<file path="config.mk">
export PLATFORM = sky130hd
export DESIGN_NAME = hdc_class_search
export DESIGN_NICKNAME = d
export VERILOG_FILES = /design/src/rtl/hdc_class_search.sv
export SDC_FILE = /design/constraint.sdc
export NUM_CORES = 1
export LEC_CHECK = 0
export CAP_MARGIN = 20
export CELL_PAD_IN_SITES_DETAIL_PLACEMENT = 0
export CELL_PAD_IN_SITES_GLOBAL_PLACEMENT = 1
export CORE_MARGIN = 2
export CORE_UTILIZATION = 46
export DETAILED_ROUTE_END_ITERATION = 6
export PLACE_DENSITY_LB_ADDON = 0.12
export SLEW_MARGIN = 40
export SYNTH_ARGS = -nofsm -noshare
export SYNTH_HDL_FRONTEND = slang
export SYNTH_SLANG_ARGS = --single-unit
</file>
<file path="constraint.sdc">
create_clock -name clk -period 10.6 [get_ports clk]
set_input_delay 2.65 -clock clk [delete_from_list [all_inputs] [get_ports clk]]
set_output_delay 2.65 -clock clk [all_outputs]
set_load 0.01 [all_outputs]
</file>
<file path="src/rtl/hdc_class_search.sv">
// Nearest-class search over hypervectors: buffers a multi-frame query, streams every
// class frame past it, and reports the class with minimum Hamming distance.
module hdc_class_search #(
  parameter int unsigned DI_PARALLEL_W_BITS = 64,
  parameter int unsigned NUM_CLASSES        = 8,
  parameter int unsigned NUM_FRAMES         = 3,
  localparam int unsigned DIST_W = $clog2(NUM_FRAMES * DI_PARALLEL_W_BITS + 1),
  localparam int unsigned CID_W  = (NUM_CLASSES > 1) ? $clog2(NUM_CLASSES) : 1,
  localparam int unsigned FI_W   = (NUM_FRAMES > 1) ? $clog2(NUM_FRAMES) : 1
) (
  input  logic                          clk,
  input  logic                          rst,
  input  logic [DI_PARALLEL_W_BITS-1:0] query_frame_in,
  input  logic                          query_valid,
  output logic                          query_ready,
  output logic [CID_W-1:0]              frame_id,
  output logic [FI_W-1:0]               frame_index,
  input  logic [DI_PARALLEL_W_BITS-1:0] class_vec_in,
  output logic [CID_W-1:0]              pred_class,
  output logic [DIST_W-1:0]             pred_dist,
  output logic                          result_valid,
  input  logic                          result_ready
);

  typedef enum logic [1:0] {LOAD, SEARCH, DONE} state_t;

  localparam logic [FI_W-1:0]  LAST_F = FI_W'(NUM_FRAMES - 1);
  localparam logic [CID_W-1:0] LAST_C = CID_W'(NUM_CLASSES - 1);

  state_t                        r_state;
  logic [FI_W-1:0]               r_q_cnt;
  logic [DIST_W-1:0]             r_acc;
  logic [DIST_W-1:0]             r_best_dist;
  logic [CID_W-1:0]              r_best_class;
  logic [DI_PARALLEL_W_BITS-1:0] r_buf [NUM_FRAMES];

  logic [DIST_W-1:0] w_d;
  logic [DIST_W-1:0] w_total;
  logic              w_better;

  // frame_id / frame_index double as the class and frame counters so the
  // generator's combinational reply lines up with the buffered query frame.
  assign w_d      = DIST_W'($countones(r_buf[frame_index] ^ class_vec_in));
  assign w_total  = r_acc + w_d;
  assign w_better = (w_total < r_best_dist);

  // Query buffer carries no reset; stale contents are always overwritten before use.
  always_ff @(posedge clk) begin
    if (r_state == LOAD && query_valid) begin
      r_buf[r_q_cnt] <= query_frame_in;
    end
  end

  always_ff @(posedge clk) begin
    if (rst) begin
      r_state      <= LOAD;
      r_q_cnt      <= '0;
      r_acc        <= '0;
      r_best_dist  <= '1;
      r_best_class <= '0;
      query_ready  <= 1'b1;
      result_valid <= 1'b0;
      pred_class   <= '0;
      pred_dist    <= '0;
      frame_id     <= '0;
      frame_index  <= '0;
    end else begin
      case (r_state)
        LOAD: begin
          if (query_valid) begin
            if (r_q_cnt == LAST_F) begin
              r_q_cnt     <= '0;
              r_acc       <= '0;
              r_best_dist <= '1;
              frame_id    <= '0;
              frame_index <= '0;
              query_ready <= 1'b0;
              r_state     <= SEARCH;
            end else begin
              r_q_cnt <= r_q_cnt + FI_W'(1);
            end
          end
        end
        SEARCH: begin
          if (frame_index != LAST_F) begin
            r_acc       <= w_total;
            frame_index <= frame_index + FI_W'(1);
          end else begin
            r_acc       <= '0;
            frame_index <= '0;
            if (w_better) begin
              r_best_dist  <= w_total;
              r_best_class <= frame_id;
            end
            if (frame_id == LAST_C) begin
              frame_id     <= '0;
              result_valid <= 1'b1;
              pred_class   <= w_better ? frame_id : r_best_class;
              pred_dist    <= w_better ? w_total : r_best_dist;
              r_state      <= DONE;
            end else begin
              frame_id <= frame_id + CID_W'(1);
            end
          end
        end
        DONE: begin
          if (result_ready) begin
            result_valid <= 1'b0;
            pred_class   <= '0;
            pred_dist    <= '0;
            query_ready  <= 1'b1;
            r_state      <= LOAD;
          end
        end
        default: r_state <= LOAD;
      endcase
    end
  end

endmodule
</file>
After elaboration in Yosys (flattened, before gate mapping):

Memories as Yosys holds them, arrays and structs flattened. A register that Yosys moved wholly into a read port is not among the register bits.
Cells that the tools add are included.

* register bits: 41
* RAM bits: 192
* input bits: 132
* word-level logic and storage cells: 150
* memories kept: 1

* add/sub/neg operators: 67
* $lt $le $gt $ge: 1
* equal/unequal tests: 10
* mux-type cells: 46
* bitwise logic cells: 2
* reduce and logical (&&, ||, !) cells: 12

Memories
* r_buf: depth 3, width 64, rd ports 1, clocked after Yosys merged registers in 1, wr ports 1, RTL line 35 `logic [DI_PARALLEL_W_BITS-1:0] r_buf [NUM_FRAMES];`

Operator list (count)
* $mux 8: 10
* $add 1x1->2: 32
* $xor 64x64->64: 1
* $add 2x2->3: 16
* $pmux 8 s2: 3
* $add 3x3->4: 8
* $mux 3: 8
* $mux 2: 11
* $add 4x4->5: 4
* $add 5x5->6: 2
* $pmux 3 s2: 2
* $reduce_and 4->1: 3
* $ne 2x2->1 const B: 5
* $add 8x7->8: 1
* $lt 8x8->1: 1
* $mux 1: 8
* $add 6x6->7: 1
* $pmux 2 s3: 1
* $reduce_bool 2->1: 3
* $reduce_and 5->1: 1
* $add 2x1->2 const B: 2
* $eq 2x2->1 const B: 2
* $pmux 1 s2: 2
* $pmux 2 s2: 1
* 9 further kinds: 10

Logic depth before layout (Yosys ltp):

* depth in word-level cells: 13
* mapped depth: 32

Worst setup path before layout:

OpenSTA, ideal clock, no wires.

* kind: input to register
* from: input port class_vec_in[44]
* to: register r_best_dist[2]
* setup time: 0.117 ns
* arrival time: 9.742 ns
* required time: 10.483 ns
* slack: 0.741 ns
* stages: 26
* path buffers: 0
* cell sequence: xnor2_1 -> fa_1 -> inv_1 -> fa_1 -> inv_1 -> fa_1 -> fa_1 -> inv_1 -> fa_1 -> fa_1 -> fa_1 -> inv_1 -> fa_1 -> inv_1 -> ha_1 -> nor2b_1 -> o31a_1 -> o21ai_1 -> a21oi_1 -> xnor2_1 -> inv_1 -> ha_1 -> a21oi_1 -> o2111ai_4 -> or2_4 -> o22a_1

* word-level cells in the longest chain between the ends: 12

RTL lines
* start: declaration: RTL line 18 `input logic [DI_PARALLEL_W_BITS-1:0] class_vec_in,`
* $xor 64x64->64 (*): RTL line 43 `assign w_d = DIST_W'($countones(r_buf[frame_index] ^ class_vec_in));`
* $add 1x1->2 (not written as such) (*): RTL line 43
* $add 2x2->3 (not written as such) (*): RTL line 43
* $add 3x3->4 (not written as such) (*): RTL line 43
* $add 4x4->5 (not written as such) (*): RTL line 43
* $add 5x5->6 (not written as such) (*): RTL line 43
* $add 6x6->7 (not written as such) (*): RTL line 43
* $add 8x7->8 (*): RTL line 44 `assign w_total = r_acc + w_d;`
* $lt 8x8->1: RTL line 45 `assign w_better = (w_total < r_best_dist);`
* $mux 8 (*): RTL line 91 `if (w_better) begin`
* $mux 8 (*): RTL line 85 `if (frame_index != LAST_F) begin`
* $pmux 8 s2 (*): RTL line 68 `case (r_state)`
* end signal: assignment: RTL line 92 `r_best_dist <= w_total;`
* end: declaration: RTL line 33 `logic [DIST_W-1:0] r_best_dist;`

Mark *: on every way between the ends. The rest lies on a longest branch, timed or not. The select of a mux whose other input is x is not followed.
A chain may end at the register's enable or synchronous reset.

Worst setup path after layout:

* from: input port class_vec_in[26]
* to: register pred_dist[6]

* word-level cells in the longest chain between the ends: 13

RTL lines
* $xor 64x64->64 (*): RTL line 43
* $add 1x1->2 (not written as such) (*): RTL line 43
* $add 2x2->3 (not written as such) (*): RTL line 43
* $add 3x3->4 (not written as such) (*): RTL line 43
* $add 4x4->5 (not written as such) (*): RTL line 43
* $add 5x5->6 (not written as such) (*): RTL line 43
* $add 6x6->7 (not written as such) (*): RTL line 43
* $add 8x7->8 (*): RTL line 44
* $lt 8x8->1: RTL line 45
* $mux 8 (*)
* $mux 8 (*): RTL line 95 `if (frame_id == LAST_C) begin`
* $mux 8 (*): RTL line 85
* $pmux 8 s2 (*): RTL line 68
* end signal: assignment: RTL line 99 `pred_dist <= w_better ? w_total : r_best_dist;`
* end: declaration: RTL line 20 `output logic [DIST_W-1:0] pred_dist,`

Marks and branches as above.

==> results by stage <==
Outcome:
- The flow ran to the end, and the final reports show no timing, DRC or antenna violations.

Synthesis:
- In the synthesized netlist the async set-or-reset flop fraction comes to 0%.
- The post-synthesis instance total is 829.
- The synthesized netlist occupies a cell area of 11,360 um^2.
- The synthesized design spends more area on one cell type than any other, namely sky130_fd_sc_hd__edfxtp_1.
- The number of nets in the synthesized netlist is 1,050.
- The number of register bits inferred by synthesis is 235.
- The predominant post-synthesis flop cell is sky130_fd_sc_hd__edfxtp_1.
- The portion of synthesized cell area occupied by the leading cell type is 50.74%.
- Sequential cells were found to cover 58.31% of the synthesized design area.
- In this run, synthesis inferred 192 flip-flops with an integrated enable.
- Yosys printed 0 warnings.
- After synthesis, the cell types taking the most area are sky130_fd_sc_hd__edfxtp_1, sky130_fd_sc_hd__fa_1, sky130_fd_sc_hd__dfxtp_1.
- The synthesized area per cell is 13.71 um^2.
- In this run, distinct cell masters in the synthesized netlist total 52.

Layout:
- The layout overhead on the synthesized area is 25.06%.
- The top cell types in the final layout, fill and taps aside, are sky130_fd_sc_hd__edfxtp_1, sky130_fd_sc_hd__clkdlybuf4s50_1, sky130_fd_sc_hd__nand2_1.
- The filler cells instantiated in the layout total 1,994.
- The library cell used most frequently in the layout, excluding fill and tap cells, is sky130_fd_sc_hd__edfxtp_1.
- Cells with a size suffix above 1 make up 8.235% of the layout.
- The repair_antennas step left the layout with diodes totalling 0.
- The final layout contains 1,220 nets.

Timing:
- After layout, the worst path uses 94.52% of the clock period.
- The worst path in the final design needs a cycle of 10.02 ns, including I/O delays and setup.
- Setup repair after global routing left no endpoint under its margin.
- Setup violations remaining at the end of the flow were counted as 0.
- Measured against its own limit, the worst slew margin works out to 50.40%.
- The slew of the pin with the lowest slew margin is 0.7424 ns.
- The number of max-slew violations in the final report is 0.
- The setup TNS is 0 ns.
- The number of failing hold endpoints at the final stage is 0.
- The final worst clock skew is 0.01900 ns.
- The highest achievable clock rate is 99.81 MHz.

Routing:
- The total via count after detailed routing is 6,521.
- The length of routed met2 wiring is 11.17 mm.
- In the routed design, unresolved DRC markers number 0.
- The number of antenna-violating nets in the routed design is 0.
- The average routed wire per standard cell is 16.92 um.
- Using the TritonRoute via totals, the vias-per-cell ratio works out to 4.852.
- Summed over all nets, wire length on met3 after detailed routing comes to 996 um.
- After detailed routing, the total wire length is 22.74 mm.
- The uppermost metal layer occupied by signal nets is met5.
- The count of TritonRoute iterations in the first routing pass is 4.
- The first routing iteration left 262 violations.
- After detailed routing, the wire length on met1 is 9.996 mm.

Floorplan:
- The floorplan step defined a die boundary enclosing 25,980 um^2.
- The placeable core region is 24,320 um^2.
- The top-level port count is 150.
- In this run the vertical extent of the chip is 161.2 um.
- The number of standard-cell rows in the floorplan is 57.
- Once the floorplan was initialized, standard cells occupied 46.73% of the core.
- The die extent in x is 161.2 um.

Worst setup path:
- The worst reg2reg path depth is 28.
- STA classifies the critical path endpoint as a register.
- The count of cell instances traversed by the critical path is 25.
- The slowest stage of the critical path is the sky130_fd_sc_hd__fa_1 cell.
- The largest driver fanout on the critical path is 13.
- The data arrival time at the worst-slack endpoint is 10.43 ns.
- The required time of the critical path is 11.01 ns.
- The worst register-to-register path ends at pred_dist[6].
- The worst setup path endpoint is pred_dist[6].
- The buffering stage count on the worst path with inverters included is 5.
- For this run, the slowest stage of the critical path takes 0.59 ns.
- The cell family with the largest share of critical-path delay is adder cells.
- The launching element of the worst setup path is class_vec_in[26].
- STA classifies the critical path startpoint as an input pin.
- The most frequent cell on the critical path is sky130_fd_sc_hd__fa_1.
- The type of the worst setup path is in -> reg.
- The minimum setup slack among reg-to-reg paths is 1.80 ns.

Clock tree:
- The largest buffer count on any clock path is 3.
- For this design, the CTS-stage hold fixing added 0 buffers.
- The CTS tree is done.
- The count of cells resized by post-cts repair is 0.
- The number of setup buffers added after CTS is 0.
- The clock transition at the register clock pins on the worst setup and hold paths after CTS is 0.06 ns.
- The cell sitting at the root of the clock tree is a sky130_fd_sc_hd__clkbuf_16.
- Clock tree synthesis found a total of 235 sinks.
- CTS built an H-tree with a depth of 1.
- The CTS buffer count is 27.
- Clock latency on the worst-skew pair, taken at its later pin, is 0.55 ns.

Min path:
- Along the worst hold path, the cell count comes to 2.
- The type of the tightest min-delay check is reg -> reg.

GRT:
- The via count of the first global-routing pass is 6,507.
- Entering global routing, the biggest net connects 85 pins.
- The final global-route overflow total is 0.
- The initial antenna violation count is 1.
- Across every metal layer, demand over resource in global routing totals 17.75%.
- The first global-routing pass estimated 35.47 mm of wire.

Placed design:
- The congestion estimate from routability-driven global placement came to 0.7413.
- The placed wire-length estimate is 16.07 mm.
- The count of port buffers added during placement is 149.

Run:
- Max-cap violations in this run came to 0.
-- area by class of cell --
class	instances	area [um^2]	area share [%]
sequential	235	6634	46.68
multi-input combinational	507	4395	30.93
timing repair buffer	170	1702	11.97
clock buffer	30	686.9	4.834
tap	324	405.4	2.853
inverter	58	217.7	1.532
clock inverter	20	170.2	1.197
-- per-stage QoR --
stage	hold WS, ns	cells	instance area (um^2)	setup WS (ns)	utilization, %
after floorplan	0.4588	829	11360	0.7413	-
after global placement	0.4375	1291	13300	0.09620	54.69
after detailed placement	0.4413	1292	13310	-0.03593	54.75
after CTS	0.4498	1342	14170	0.5116	58.27
after global routing	0.4627	1344	14210	0.2174	58.43
final	0.4434	1344	14210	0.5811	58.43
-- registers in the layout, indices dropped and copies added (netlist names), 3 cells and up, named ones only --
| register | cells |
|---|---|
| r_buf | 192 |
| pred_dist | 8 |
| r_acc | 8 |
| r_best_dist | 8 |
| frame_id | 3 |
| pred_class | 3 |
| r_best_class | 3 |
-- cells by family (layout without fill, tap and decap cells) --
logic type      Yosys count  count (layout)  share of synthesized area [%]
compound gates          128             128                          7.179
xor+xnor                 68              68                          5.241
fa+ha+maj                89              89                          13.50
buf+inv                  87             278                          3.138
flops                   235             235                          58.31
mux                      78              78                          6.871
simple gates            144             144                          5.759
-- worst min path at each step --
stage	slack, ns	to	startpoint
floorplan	0.46	r_best_dist[2]	r_best_dist[2]
global placement	0.44	pred_class[2]	pred_class[2]
finish	0.44	pred_class[2]	pred_class[2]
detailed placement	0.44	pred_class[1]	pred_class[1]
global route	0.46	pred_class[1]	pred_class[1]
CTS	0.45	pred_dist[6]	pred_dist[6]
-- tightest hold or removal path, stage by stage, from the launching register on --
cell and delay [ns]:
sky130_fd_sc_hd__dfxtp_1 0.30, sky130_fd_sc_hd__nand2_1 0.05, sky130_fd_sc_hd__o21ai_1 0.05
-- synthesized netlist by cell type, types with 3 or more instances --
master and number:
sky130_fd_sc_hd__nand2_1 82, sky130_fd_sc_hd__clkbuf_1 16, sky130_fd_sc_hd__xnor2_1 26, sky130_fd_sc_hd__xor2_1 42
sky130_fd_sc_hd__a2bb2oi_1 3, sky130_fd_sc_hd__nor2b_1 6, sky130_fd_sc_hd__nand2b_1 3, sky130_fd_sc_hd__nor3_1 4
sky130_fd_sc_hd__o21ai_0 69, sky130_fd_sc_hd__edfxtp_1 192, sky130_fd_sc_hd__mux2i_1 78, sky130_fd_sc_hd__o21ai_1 11
sky130_fd_sc_hd__dfxtp_1 43, sky130_fd_sc_hd__a21oi_1 11, sky130_fd_sc_hd__ha_1 33, sky130_fd_sc_hd__nor2_1 27
sky130_fd_sc_hd__inv_1 58, sky130_fd_sc_hd__nand3_1 3, sky130_fd_sc_hd__fa_1 56, sky130_fd_sc_hd__o22a_1 5
sky130_fd_sc_hd__a22oi_1 10, sky130_fd_sc_hd__buf_2 11
-- metal layers --
| metal | vias up | global-route usage, % |
|---|---|---|
| met5 | - | 0 |
| met4 | 2 | 4.667 |
| met3 | 32 | 3.210 |
| met2 | 132 | 30.04 |
| met1 | 3081 | 23.80 |
| li1 | 3274 | - |
Power is left out: the tool's default activity adds up to more than one toggle a clock period on the data nets, which glitch-free logic cannot reach.
